--- config.mk ---
export PLATFORM = sky130hd
export DESIGN_NAME = mem_rr_arbiter_flat
export DESIGN_NICKNAME = d
export VERILOG_FILES = /design/src/rtl/mem_rr_arbiter_if.sv /design/src/rtl/mem_rr_arbiter.sv /design/src/flat_wrapper.sv
export SDC_FILE = /design/constraint.sdc
export NUM_CORES = 1
export LEC_CHECK = 0
export ABC_AREA = 1
export BUFFER_PORTS_ARGS = -buffer_cell sky130_fd_sc_hd__buf_4
export CAP_MARGIN = 20
export CORE_AREA = 2 2 201 203
export CTS_CLUSTER_DIAMETER = 100
export DETAILED_ROUTE_END_ITERATION = 6
export DIE_AREA = 0 0 203 205
export PLACE_DENSITY_LB_ADDON = 0.12
export SLEW_MARGIN = 20
export SYNTH_ARGS = -nofsm -noshare
export SYNTH_HDL_FRONTEND = slang
export SYNTH_SLANG_ARGS = --single-unit
--- constraint.sdc ---
create_clock -name clk -period 2.5 [get_ports clk]
set_input_delay 0.625 -clock clk [delete_from_list [all_inputs] [get_ports clk]]
set_output_delay 0.625 -clock clk [all_outputs]
set_load 0.02 [all_outputs]
--- src/rtl/mem_rr_arbiter_if.sv ---
// Slave-side bus of the round-robin memory arbiter: a req/gnt request phase
// followed by an rvalid response phase (responses are required for writes too).
interface mem_rr_arbiter_if #(
  parameter int ADDR_WIDTH = 32,
  parameter int DATA_WIDTH = 32
);
  logic                    s_req;
  logic                    s_we;
  logic [ADDR_WIDTH-1:0]   s_addr;
  logic [DATA_WIDTH-1:0]   s_wdata;
  logic [DATA_WIDTH/8-1:0] s_be;
  logic                    s_gnt;
  logic                    s_rvalid;
  logic [DATA_WIDTH-1:0]   s_rdata;

  // The arbiter masters the bus; the memory or interconnect is the slave.
  modport master (
    output s_req, s_we, s_addr, s_wdata, s_be,
    input  s_gnt, s_rvalid, s_rdata
  );

  modport slave (
    input  s_req, s_we, s_addr, s_wdata, s_be,
    output s_gnt, s_rvalid, s_rdata
  );
endinterface

--- src/rtl/mem_rr_arbiter.sv ---
// Round-robin arbiter sharing one slave port among several picorv32 native
// memory interfaces, with a per-transaction timeout so a hung slave cannot
// stall the cores.
//
// state | meaning
// IDLE  | no owner; pick the first m_valid at or after rr_ptr
// REQ   | s_req high with the latched fields until s_gnt
// RESP  | request accepted, waiting for s_rvalid
// DONE  | m_ready pulse to the owner; rr_ptr moves past it
module mem_rr_arbiter #(
  parameter int N_MASTERS      = 4,
  parameter int ADDR_WIDTH     = 32,
  parameter int DATA_WIDTH     = 32,
  parameter int TIMEOUT_CYCLES = 255
) (
  input  logic                              clk,
  input  logic                              resetn,
  input  logic [N_MASTERS-1:0]              m_valid,
  input  logic [N_MASTERS*ADDR_WIDTH-1:0]   m_addr,
  input  logic [N_MASTERS*DATA_WIDTH-1:0]   m_wdata,
  input  logic [N_MASTERS*DATA_WIDTH/8-1:0] m_wstrb,
  output logic [N_MASTERS*DATA_WIDTH-1:0]   m_rdata,
  output logic [N_MASTERS-1:0]              m_ready,
  mem_rr_arbiter_if.master                  s_bus,
  output logic [N_MASTERS-1:0]              grant,
  output logic                              timeout
);
  localparam int         IDX_W    = $clog2(N_MASTERS);
  localparam int         STRB_W   = DATA_WIDTH / 8;
  localparam logic [7:0] TCNT_MAX = 8'(TIMEOUT_CYCLES);

  typedef enum logic [1:0] {IDLE, REQ, RESP, DONE} state_t;

  state_t              state;
  logic [IDX_W-1:0]    owner;
  logic [IDX_W-1:0]    rr_ptr;
  logic [ADDR_WIDTH-1:0] addr_q;
  logic [DATA_WIDTH-1:0] wdata_q;
  logic [STRB_W-1:0]   wstrb_q;
  logic                we_q;
  logic                req_q;
  logic [7:0]          tcnt;

  logic                sel_found;
  logic [IDX_W-1:0]    sel_idx;
  logic [IDX_W-1:0]    cand;

  function automatic logic [N_MASTERS-1:0] onehot(input logic [IDX_W-1:0] idx);
    onehot      = '0;
    onehot[idx] = 1'b1;
  endfunction

  // Wrap explicitly so non-power-of-two master counts stay in range.
  function automatic logic [IDX_W-1:0] next_idx(input logic [IDX_W-1:0] idx);
    if (int'(idx) == N_MASTERS - 1) next_idx = '0;
    else                            next_idx = idx + 1'b1;
  endfunction

  // Pick the first requesting master at or after rr_ptr, wrapping modulo N.
  always_comb begin
    sel_found = 1'b0;
    sel_idx   = '0;
    cand      = '0;
    for (int k = 0; k < N_MASTERS; k++) begin
      cand = IDX_W'((int'(rr_ptr) + k) % N_MASTERS);
      if (!sel_found && m_valid[cand]) begin
        sel_found = 1'b1;
        sel_idx   = cand;
      end
    end
  end

  // Transaction FSM; every output is a flop written here, so nothing on the
  // m_* side reaches the s_* side combinationally.
  always_ff @(posedge clk or negedge resetn) begin
    if (!resetn) begin
      state   <= IDLE;
      owner   <= '0;
      rr_ptr  <= '0;
      tcnt    <= '0;
      addr_q  <= '0;
      wdata_q <= '0;
      wstrb_q <= '0;
      we_q    <= 1'b0;
      req_q   <= 1'b0;
      m_ready <= '0;
      m_rdata <= '0;
      grant   <= '0;
      timeout <= 1'b0;
    end else begin
      timeout <= 1'b0;
      case (state)
        IDLE: begin
          if (sel_found) begin
            owner   <= sel_idx;
            grant   <= onehot(sel_idx);
            addr_q  <= m_addr[sel_idx*ADDR_WIDTH +: ADDR_WIDTH];
            wdata_q <= m_wdata[sel_idx*DATA_WIDTH +: DATA_WIDTH];
            wstrb_q <= m_wstrb[sel_idx*STRB_W +: STRB_W];
            we_q    <= |m_wstrb[sel_idx*STRB_W +: STRB_W];
            tcnt    <= '0;
            req_q   <= 1'b1;
            state   <= REQ;
          end
        end
        REQ: begin
          // A response seen here cannot belong to this request and is ignored.
          if (tcnt == TCNT_MAX) begin
            req_q                                  <= 1'b0;
            m_rdata[owner*DATA_WIDTH +: DATA_WIDTH] <= '1;
            m_ready                                <= onehot(owner);
            timeout                                <= 1'b1;
            state                                  <= DONE;
          end else begin
            tcnt <= tcnt + 8'd1;
            if (s_bus.s_gnt) begin
              req_q <= 1'b0;
              state <= RESP;
            end
          end
        end
        RESP: begin
          // A response on the final counted cycle still completes normally.
          if (s_bus.s_rvalid) begin
            m_rdata[owner*DATA_WIDTH +: DATA_WIDTH] <= s_bus.s_rdata;
            m_ready                                <= onehot(owner);
            state                                  <= DONE;
          end else if (tcnt == TCNT_MAX) begin
            m_rdata[owner*DATA_WIDTH +: DATA_WIDTH] <= '1;
            m_ready                                <= onehot(owner);
            timeout                                <= 1'b1;
            state                                  <= DONE;
          end else begin
            tcnt <= tcnt + 8'd1;
          end
        end
        DONE: begin
          // One idle cycle follows so the served master has dropped m_valid
          // before the next arbitration.
          m_ready <= '0;
          grant   <= '0;
          rr_ptr  <= next_idx(owner);
          state   <= IDLE;
        end
        default: state <= IDLE;
      endcase
    end
  end

  assign s_bus.s_req   = req_q;
  assign s_bus.s_we    = we_q;
  assign s_bus.s_addr  = addr_q;
  assign s_bus.s_wdata = wdata_q;
  assign s_bus.s_be    = wstrb_q;

endmodule

--- src/flat_wrapper.sv ---
// flat-port wrapper written by rule: the top's interface ports become plain ports
module mem_rr_arbiter_flat 
#(
  parameter int N_MASTERS      = 4,
  parameter int ADDR_WIDTH     = 32,
  parameter int DATA_WIDTH     = 32,
  parameter int TIMEOUT_CYCLES = 255
)
  (clk, resetn, m_valid, m_addr, m_wdata, m_wstrb, m_rdata, m_ready, grant, timeout, s_bus_s_req, s_bus_s_we, s_bus_s_addr, s_bus_s_wdata, s_bus_s_be, s_bus_s_gnt, s_bus_s_rvalid, s_bus_s_rdata);
  mem_rr_arbiter_if #(.ADDR_WIDTH(ADDR_WIDTH), .DATA_WIDTH(DATA_WIDTH)) s_bus_i ();
  input  logic clk;
  input  logic resetn;
  input  logic [N_MASTERS-1:0] m_valid;
  input  logic [N_MASTERS*ADDR_WIDTH-1:0] m_addr;
  input  logic [N_MASTERS*DATA_WIDTH-1:0] m_wdata;
  input  logic [N_MASTERS*DATA_WIDTH/8-1:0] m_wstrb;
  output logic [N_MASTERS*DATA_WIDTH-1:0] m_rdata;
  output logic [N_MASTERS-1:0] m_ready;
  output logic [N_MASTERS-1:0] grant;
  output logic timeout;
  output wire logic [$bits(s_bus_i.s_req)-1:0] s_bus_s_req;
  output wire logic [$bits(s_bus_i.s_we)-1:0] s_bus_s_we;
  output wire logic [$bits(s_bus_i.s_addr)-1:0] s_bus_s_addr;
  output wire logic [$bits(s_bus_i.s_wdata)-1:0] s_bus_s_wdata;
  output wire logic [$bits(s_bus_i.s_be)-1:0] s_bus_s_be;
  input wire logic [$bits(s_bus_i.s_gnt)-1:0] s_bus_s_gnt;
  input wire logic [$bits(s_bus_i.s_rvalid)-1:0] s_bus_s_rvalid;
  input wire logic [$bits(s_bus_i.s_rdata)-1:0] s_bus_s_rdata;
  assign s_bus_s_req = s_bus_i.s_req;
  assign s_bus_s_we = s_bus_i.s_we;
  assign s_bus_s_addr = s_bus_i.s_addr;
  assign s_bus_s_wdata = s_bus_i.s_wdata;
  assign s_bus_s_be = s_bus_i.s_be;
  assign s_bus_i.s_gnt = s_bus_s_gnt;
  assign s_bus_i.s_rvalid = s_bus_s_rvalid;
  assign s_bus_i.s_rdata = s_bus_s_rdata;
  mem_rr_arbiter #(.N_MASTERS(N_MASTERS), .ADDR_WIDTH(ADDR_WIDTH), .DATA_WIDTH(DATA_WIDTH), .TIMEOUT_CYCLES(TIMEOUT_CYCLES)) u_core (.clk(clk), .resetn(resetn), .m_valid(m_valid), .m_addr(m_addr), .m_wdata(m_wdata), .m_wstrb(m_wstrb), .m_rdata(m_rdata), .m_ready(m_ready), .s_bus(s_bus_i), .grant(grant), .timeout(timeout));
endmodule
After elaboration in Yosys (flattened, before gate mapping). Index checks and enable logic that the tools add are counted.

Word-level logic and storage cells: 110. Register bits after elaboration: 221. Input port bits: 312.

Add/subtract/negate cells: 6. Equal/unequal tests: 9. Reduce and logical (&&, ||, !) cells: 20. Magnitude comparators: 8. Mux-type cells: 48. Shifts and indexed selects: 6.

Operators with widths (number): bitwise mux 128 bit (2); 2-to-1 mux 128 bit (2); case mux 128 bit (2 select lines) (1); variable part select 128 x 8 -> 32 bit (2); variable shift 32 x 34 -> 128 bit, first input constant (1); variable part select 32 x 34 -> 128 bit (1); variable part select 32 x 34 -> 128 bit, first input constant (1); negation 7 -> 34 bit (1); 2-to-1 mux 8 bit (3); case mux 8 bit (3 select lines) (1); 2-to-1 mux 2 bit (10); less-than comparator 2 x 3 -> 1 bit, second input constant (6); variable part select 16 x 5 -> 4 bit (1); 2-to-1 mux 1 bit (15); 2-to-1 mux 4 bit (3); case mux 4 bit (3 select lines) (1); AND reduction 3 bit (3); adder 8 x 1 -> 8 bit, second input constant (1); binary-select mux 1 bit (select 2 bit) (4); == test 8 bit, second input constant (1); case mux 2 bit (4 select lines) (1); case mux 4 bit (2 select lines) (1); inequality test 3 x 2 -> 1 bit, second input constant (2); nonzero test 2 bit (3); other kinds (15) (30).

Depth between registers and ports, before layout.
Word-level depth: 18. Gate-level depth with buffers: 19. Gate-level depth less buffers: 17.

Least setup slack after synthesis. No wires, ideal clock.

Path type: input-to-reg. Start: input port m_valid[3]. End: register u_core.addr_q[0] (netlist: u_core.s_bus.s_addr[0]). Stages on the path: 16. Arrival time: 2.001 ns. Slack: 0.382 ns. Data required time: 2.383 ns. Path through: inv_1 -> nand2_1 -> nand3_1 -> nand2_1 -> nor2_4 -> nand3_1 -> nand3_1 -> nand2_1 -> buf_6 -> nand2_1 -> inv_2 -> buf_2 -> nand2_1 -> nand4_1 -> nand2_1 -> nand2_1.

Longest elaborated chain between the ends: 13. Elaborated cells on any way between the ends: 24. Those cells by class: 1 x shift; 16 x mux; 7 x reduce/logical.

RTL lines: start, declared (RTL line flat_wrapper.sv:13) `input logic [N_MASTERS-1:0] m_valid;`; binary-select mux 1 bit (select 2 bit) (RTL line mem_rr_arbiter.sv:66) `if (!sel_found && m_valid[cand]) begin`; 2-to-1 mux 1 bit (not written as such) (RTL line mem_rr_arbiter.sv:66); 2-to-1 mux 1 bit (RTL line mem_rr_arbiter.sv:66); logical NOT 1 bit (RTL line mem_rr_arbiter.sv:66); logical AND 1 bit (RTL line mem_rr_arbiter.sv:66); 2-to-1 mux 1 bit (RTL line mem_rr_arbiter.sv:66); logical NOT 1 bit (RTL line mem_rr_arbiter.sv:66); logical AND 1 bit (RTL line mem_rr_arbiter.sv:66); 2-to-1 mux 1 bit (RTL line mem_rr_arbiter.sv:66); logical NOT 1 bit (RTL line mem_rr_arbiter.sv:66); logical AND 1 bit (RTL line mem_rr_arbiter.sv:66); 2-to-1 mux 2 bit / 2-to-1 mux 1 bit (equally long branches) (RTL line mem_rr_arbiter.sv:66); variable part select 128 x 8 -> 32 bit / AND reduction 2 bit (equally long branches); end signal, assigned (RTL line mem_rr_arbiter.sv:97) `addr_q <= m_addr[sel_idx*ADDR_WIDTH +: ADDR_WIDTH];`; end, declared (RTL line mem_rr_arbiter.sv:37) `logic [ADDR_WIDTH-1:0] addr_q;`.

Parallel ways exist; a longest one is shown, timed or not. The select of a mux whose other input is x is not followed. A chain may end at the register's enable or synchronous reset.

Worst setup path after layout.
Start: register u_core.rr_ptr[0]. End: register u_core.wdata_q[29] (netlist: u_core.s_bus.s_wdata[29]).

Longest elaborated chain between the ends: 13. Elaborated cells on any way between the ends: 27. Those cells by class: 3 x add/sub; 1 x shift; 16 x mux; 7 x reduce/logical.

RTL lines: start, declared (RTL line mem_rr_arbiter.sv:36) `logic [IDX_W-1:0] rr_ptr;`; start signal, assigned (RTL line mem_rr_arbiter.sv:142) `rr_ptr <= next_idx(owner);`; branches (longest 13 deep; another with adder 2 x 1 -> 2 bit); end signal, assigned (RTL line mem_rr_arbiter.sv:98) `wdata_q <= m_wdata[sel_idx*DATA_WIDTH +: DATA_WIDTH];`; end, declared (RTL line mem_rr_arbiter.sv:38) `logic [DATA_WIDTH-1:0] wdata_q;`.

Parallel ways; which one is timed is not known. The select of a mux whose other input is x is not followed.

==> out/qor.csv <==
metric,value,unit
Ports,519,
CTS tree,yes,
Mapped Area,11700,um2
total die area,41620,um2
max_cap viols,0,
share of the synthesized area in the top cell type,47.28,%
"Core Util, Final",44.81,%
synthesis-to-layout area growth,50.82,%
DR pass1 iterations,7,
clock sink count,221,
Yosys top cell by area,dfrtp_1,
total power,27270,uW
leakage power,0.008952,uW
clk slew on worst S/H paths,0.06,ns
initial antenna violation count,4,
final clock skew,0.04273,ns
peak supply drop,0.7353,mV
Fin Hold WS,0.3201,ns
synthesized area per cell,7.136,um2
setup TNS,0,ns
CP endpoint kind,flop,
RSZ-0062 raised after global routing,false,
GRT Total Usage,24.38,%
Max Fclk,0.4326,GHz
status,completed,
grt ovf,0,
r2r setup slk,0.19,ns
count of input and output buffers,518,
"Net Count, Synth",1961,
Slew Limit Fails,0,
final instance area,17640,um2
CP startpoint kind,flop,
Routed WL,53530,um
number of remaining DRC errors,0,
post-synthesis sequential area ratio,47.28,%
Max Root-Sink Buffers,3,
Routed WL per cell,19.71,um
Core Region,39370,um2
"top cells by area, synth","dfrtp_1 (47%), nand2_1 (22%), o21ai_0 (7.4%)",
Final Cycle Share,92.47,%
CTS root buffer,clkbuf_16,
TritonCTS Buffers,28,
gpl congestion,0.9236,
vias in the first global route,12888,
Synth Instances,1639,
arrival time worst endpoint,2.79,ns
library cells used by synthesis,34,
die height,205,um
pin count of the biggest net entering global routing,61,
first-pass GRT wire length,78690,um
PwrDens,1546,nW/um2
Initial Utilization,29.71,%
DIE WIDTH,203,um
flop and latch count out of synthesis,221,
CTS H-tree lvls,1,
vias per inst,4.849,
DR iter-0 viols,835,
Tightest Pin Transition,0.4545,ns
"Net count, final",2488,
WP data required,2.98,ns
min Tclk post-route,2.312,ns
clk_lat worst skew,0.58,ns
# setup viols final,0,
Placed Area,16560,um2
Fin. Hold Viols,0,
layout cells sized above 1,30.36,%
critical path class,flop to flop,
Post-DP HPWL,40060,um
Hold Crit Class,primary input to flop,
Via Count,13170,
Slew Limit Headroom,69.38,%
Synthesis Warnings,0,
row count,73,
Worst Path Max Fanout,12,
Detail Route Antenna Nets,0,
[through the flow]
step / instances / setup WS [ns]
6_report: 2716 / 0.1882
5_1_grt: 2716 / 0.0005129
4_1_cts: 2705 / 0.001989
3_5_place_dp: 2653 / -0.06619
3_3_place_gp: 2653 / -0.04925
2_1_floorplan: 1639 / 0.3816
[layout by cell type (no fill, tap or decap), drive strengths merged, types with 7 or more instances in the layout]
master,count
nor3,7
nand2,679
dfrtp,221
o21ai,175
ha,10
clkinv,12
nand4,75
buf,590
o22ai,38
nor2,153
inv,118
clkbuf,39
nand3,17
a21oi,34
[cells by family (layout without fill, tap and decap cells)]
group | Yosys count | in the layout | synth area share (%)
AO/OA/AOI/OAI | 259 | 259 | 11.75
XOR/XNOR | 1 | 1 | 0.07490
adder cells (fa/ha/maj) | 10 | 10 | 1.070
buffers and inverters | 215 | 763 | 7.307
flip-flops | 221 | 221 | 47.28
other | 0 | 4 | 0
AND/OR/NAND/NOR | 933 | 933 | 32.52
[cell usage after synthesis, drive strengths merged]
cell and number:
inv 117, nor2 153, a21oi 34, dfrtp 221, o21bai 1, a31oi 6
nand3b 1, ha 10, nor3b 1, nand3 17, o21ai 175, clkinv 2
a22oi 1, buf 36, o32ai 3, o22ai 38, clkbuf 60, nand4 75
xor2 1, o31ai 1, nor3 7, nand2 679
[flip-flops by register name, indices dropped and copies added, names as in the netlist, 2 cells and up]
| signal | flops |
|---|---|
| u_core.owner | 2 |
| u_core.s_bus.s_be | 4 |
| u_core.grant | 4 |
| u_core.m_ready | 4 |
| u_core.s_bus.s_addr | 32 |
| u_core.m_rdata | 128 |
| u_core.tcnt | 8 |
| u_core.rr_ptr | 2 |
| u_core.state | 2 |
| u_core.s_bus.s_wdata | 32 |
[where the power goes]
group          internal (uW)  switching [uW]
clock network           2550            1700
registers               5140             953
logic                   6310           10600
[layout make-up]
cell class	count	area (um2)
clock inverters	14	173.9
fillers	4122	21730
flip-flops and latches	221	5532
repair buffers	593	4681
well taps	525	656.9
clock buffers	37	794.5
multi-input cells	1203	5344
inverters	119	449.2
diodes	4	10.01
[routing by layer]
| metal | global-route usage [%] | share of wire, % | up-vias |
|---|---|---|---|
| met2 | 39.90 | 47 | 482 |
| met3 | 7.843 | 9.0 | 90 |
| met1 | 29.44 | 40 | 6283 |
| li1 | - | - | 6315 |
| met4 | 10.61 | 4.1 | 0 |
| met5 | 0 | 0 | - |
[path summary, 6_finish.rpt]
kind,from,endpoint,depth (start not counted)
hold / removal,s_bus_s_rdata[3],u_core.m_rdata[67]$_DFFE_PN0P_,3
hold reg to reg,u_core.s_bus.s_wdata[16]$_DFFE_PN0P_,u_core.s_bus.s_wdata[16]$_DFFE_PN0P_,2
setup / recovery,u_core.rr_ptr[0]$_DFFE_PN0P_,u_core.s_bus.s_wdata[29]$_DFFE_PN0P_,16
setup reg to reg,u_core.rr_ptr[0]$_DFFE_PN0P_,u_core.s_bus.s_wdata[29]$_DFFE_PN0P_,16
min in group asynchronous,resetn,u_core.m_rdata[81]$_DFFE_PN0P_,2
max in group asynchronous,resetn,u_core.rr_ptr[0]$_DFFE_PN0P_,3
[worst max-delay path, stage by stage, from the launching register on]
cell       delay, ns
dfrtp_2         0.43
clkbuf_2        0.18
nand2_1         0.08
nand3_1         0.10
nand2_1         0.11
nor2_4          0.16
nand3_1         0.09
nand3_1         0.10
nand2_2         0.10
buf_4           0.16
nor2_4          0.11
buf_4           0.15
clkbuf_16       0.19
nand2_1         0.06
nand4_1         0.10
nand2_1         0.06
nand2_1         0.06
[repair_timing]
item | in CTS | in global routing
gates resized for setup | 0 | 6
endpoints found under the hold margin | 44 | 0
hold buffers | 1 | 0
setup buffers | 0 | 5
setup endpoints to repair | 0 | 67
Power figures use the tool's default switching activity.
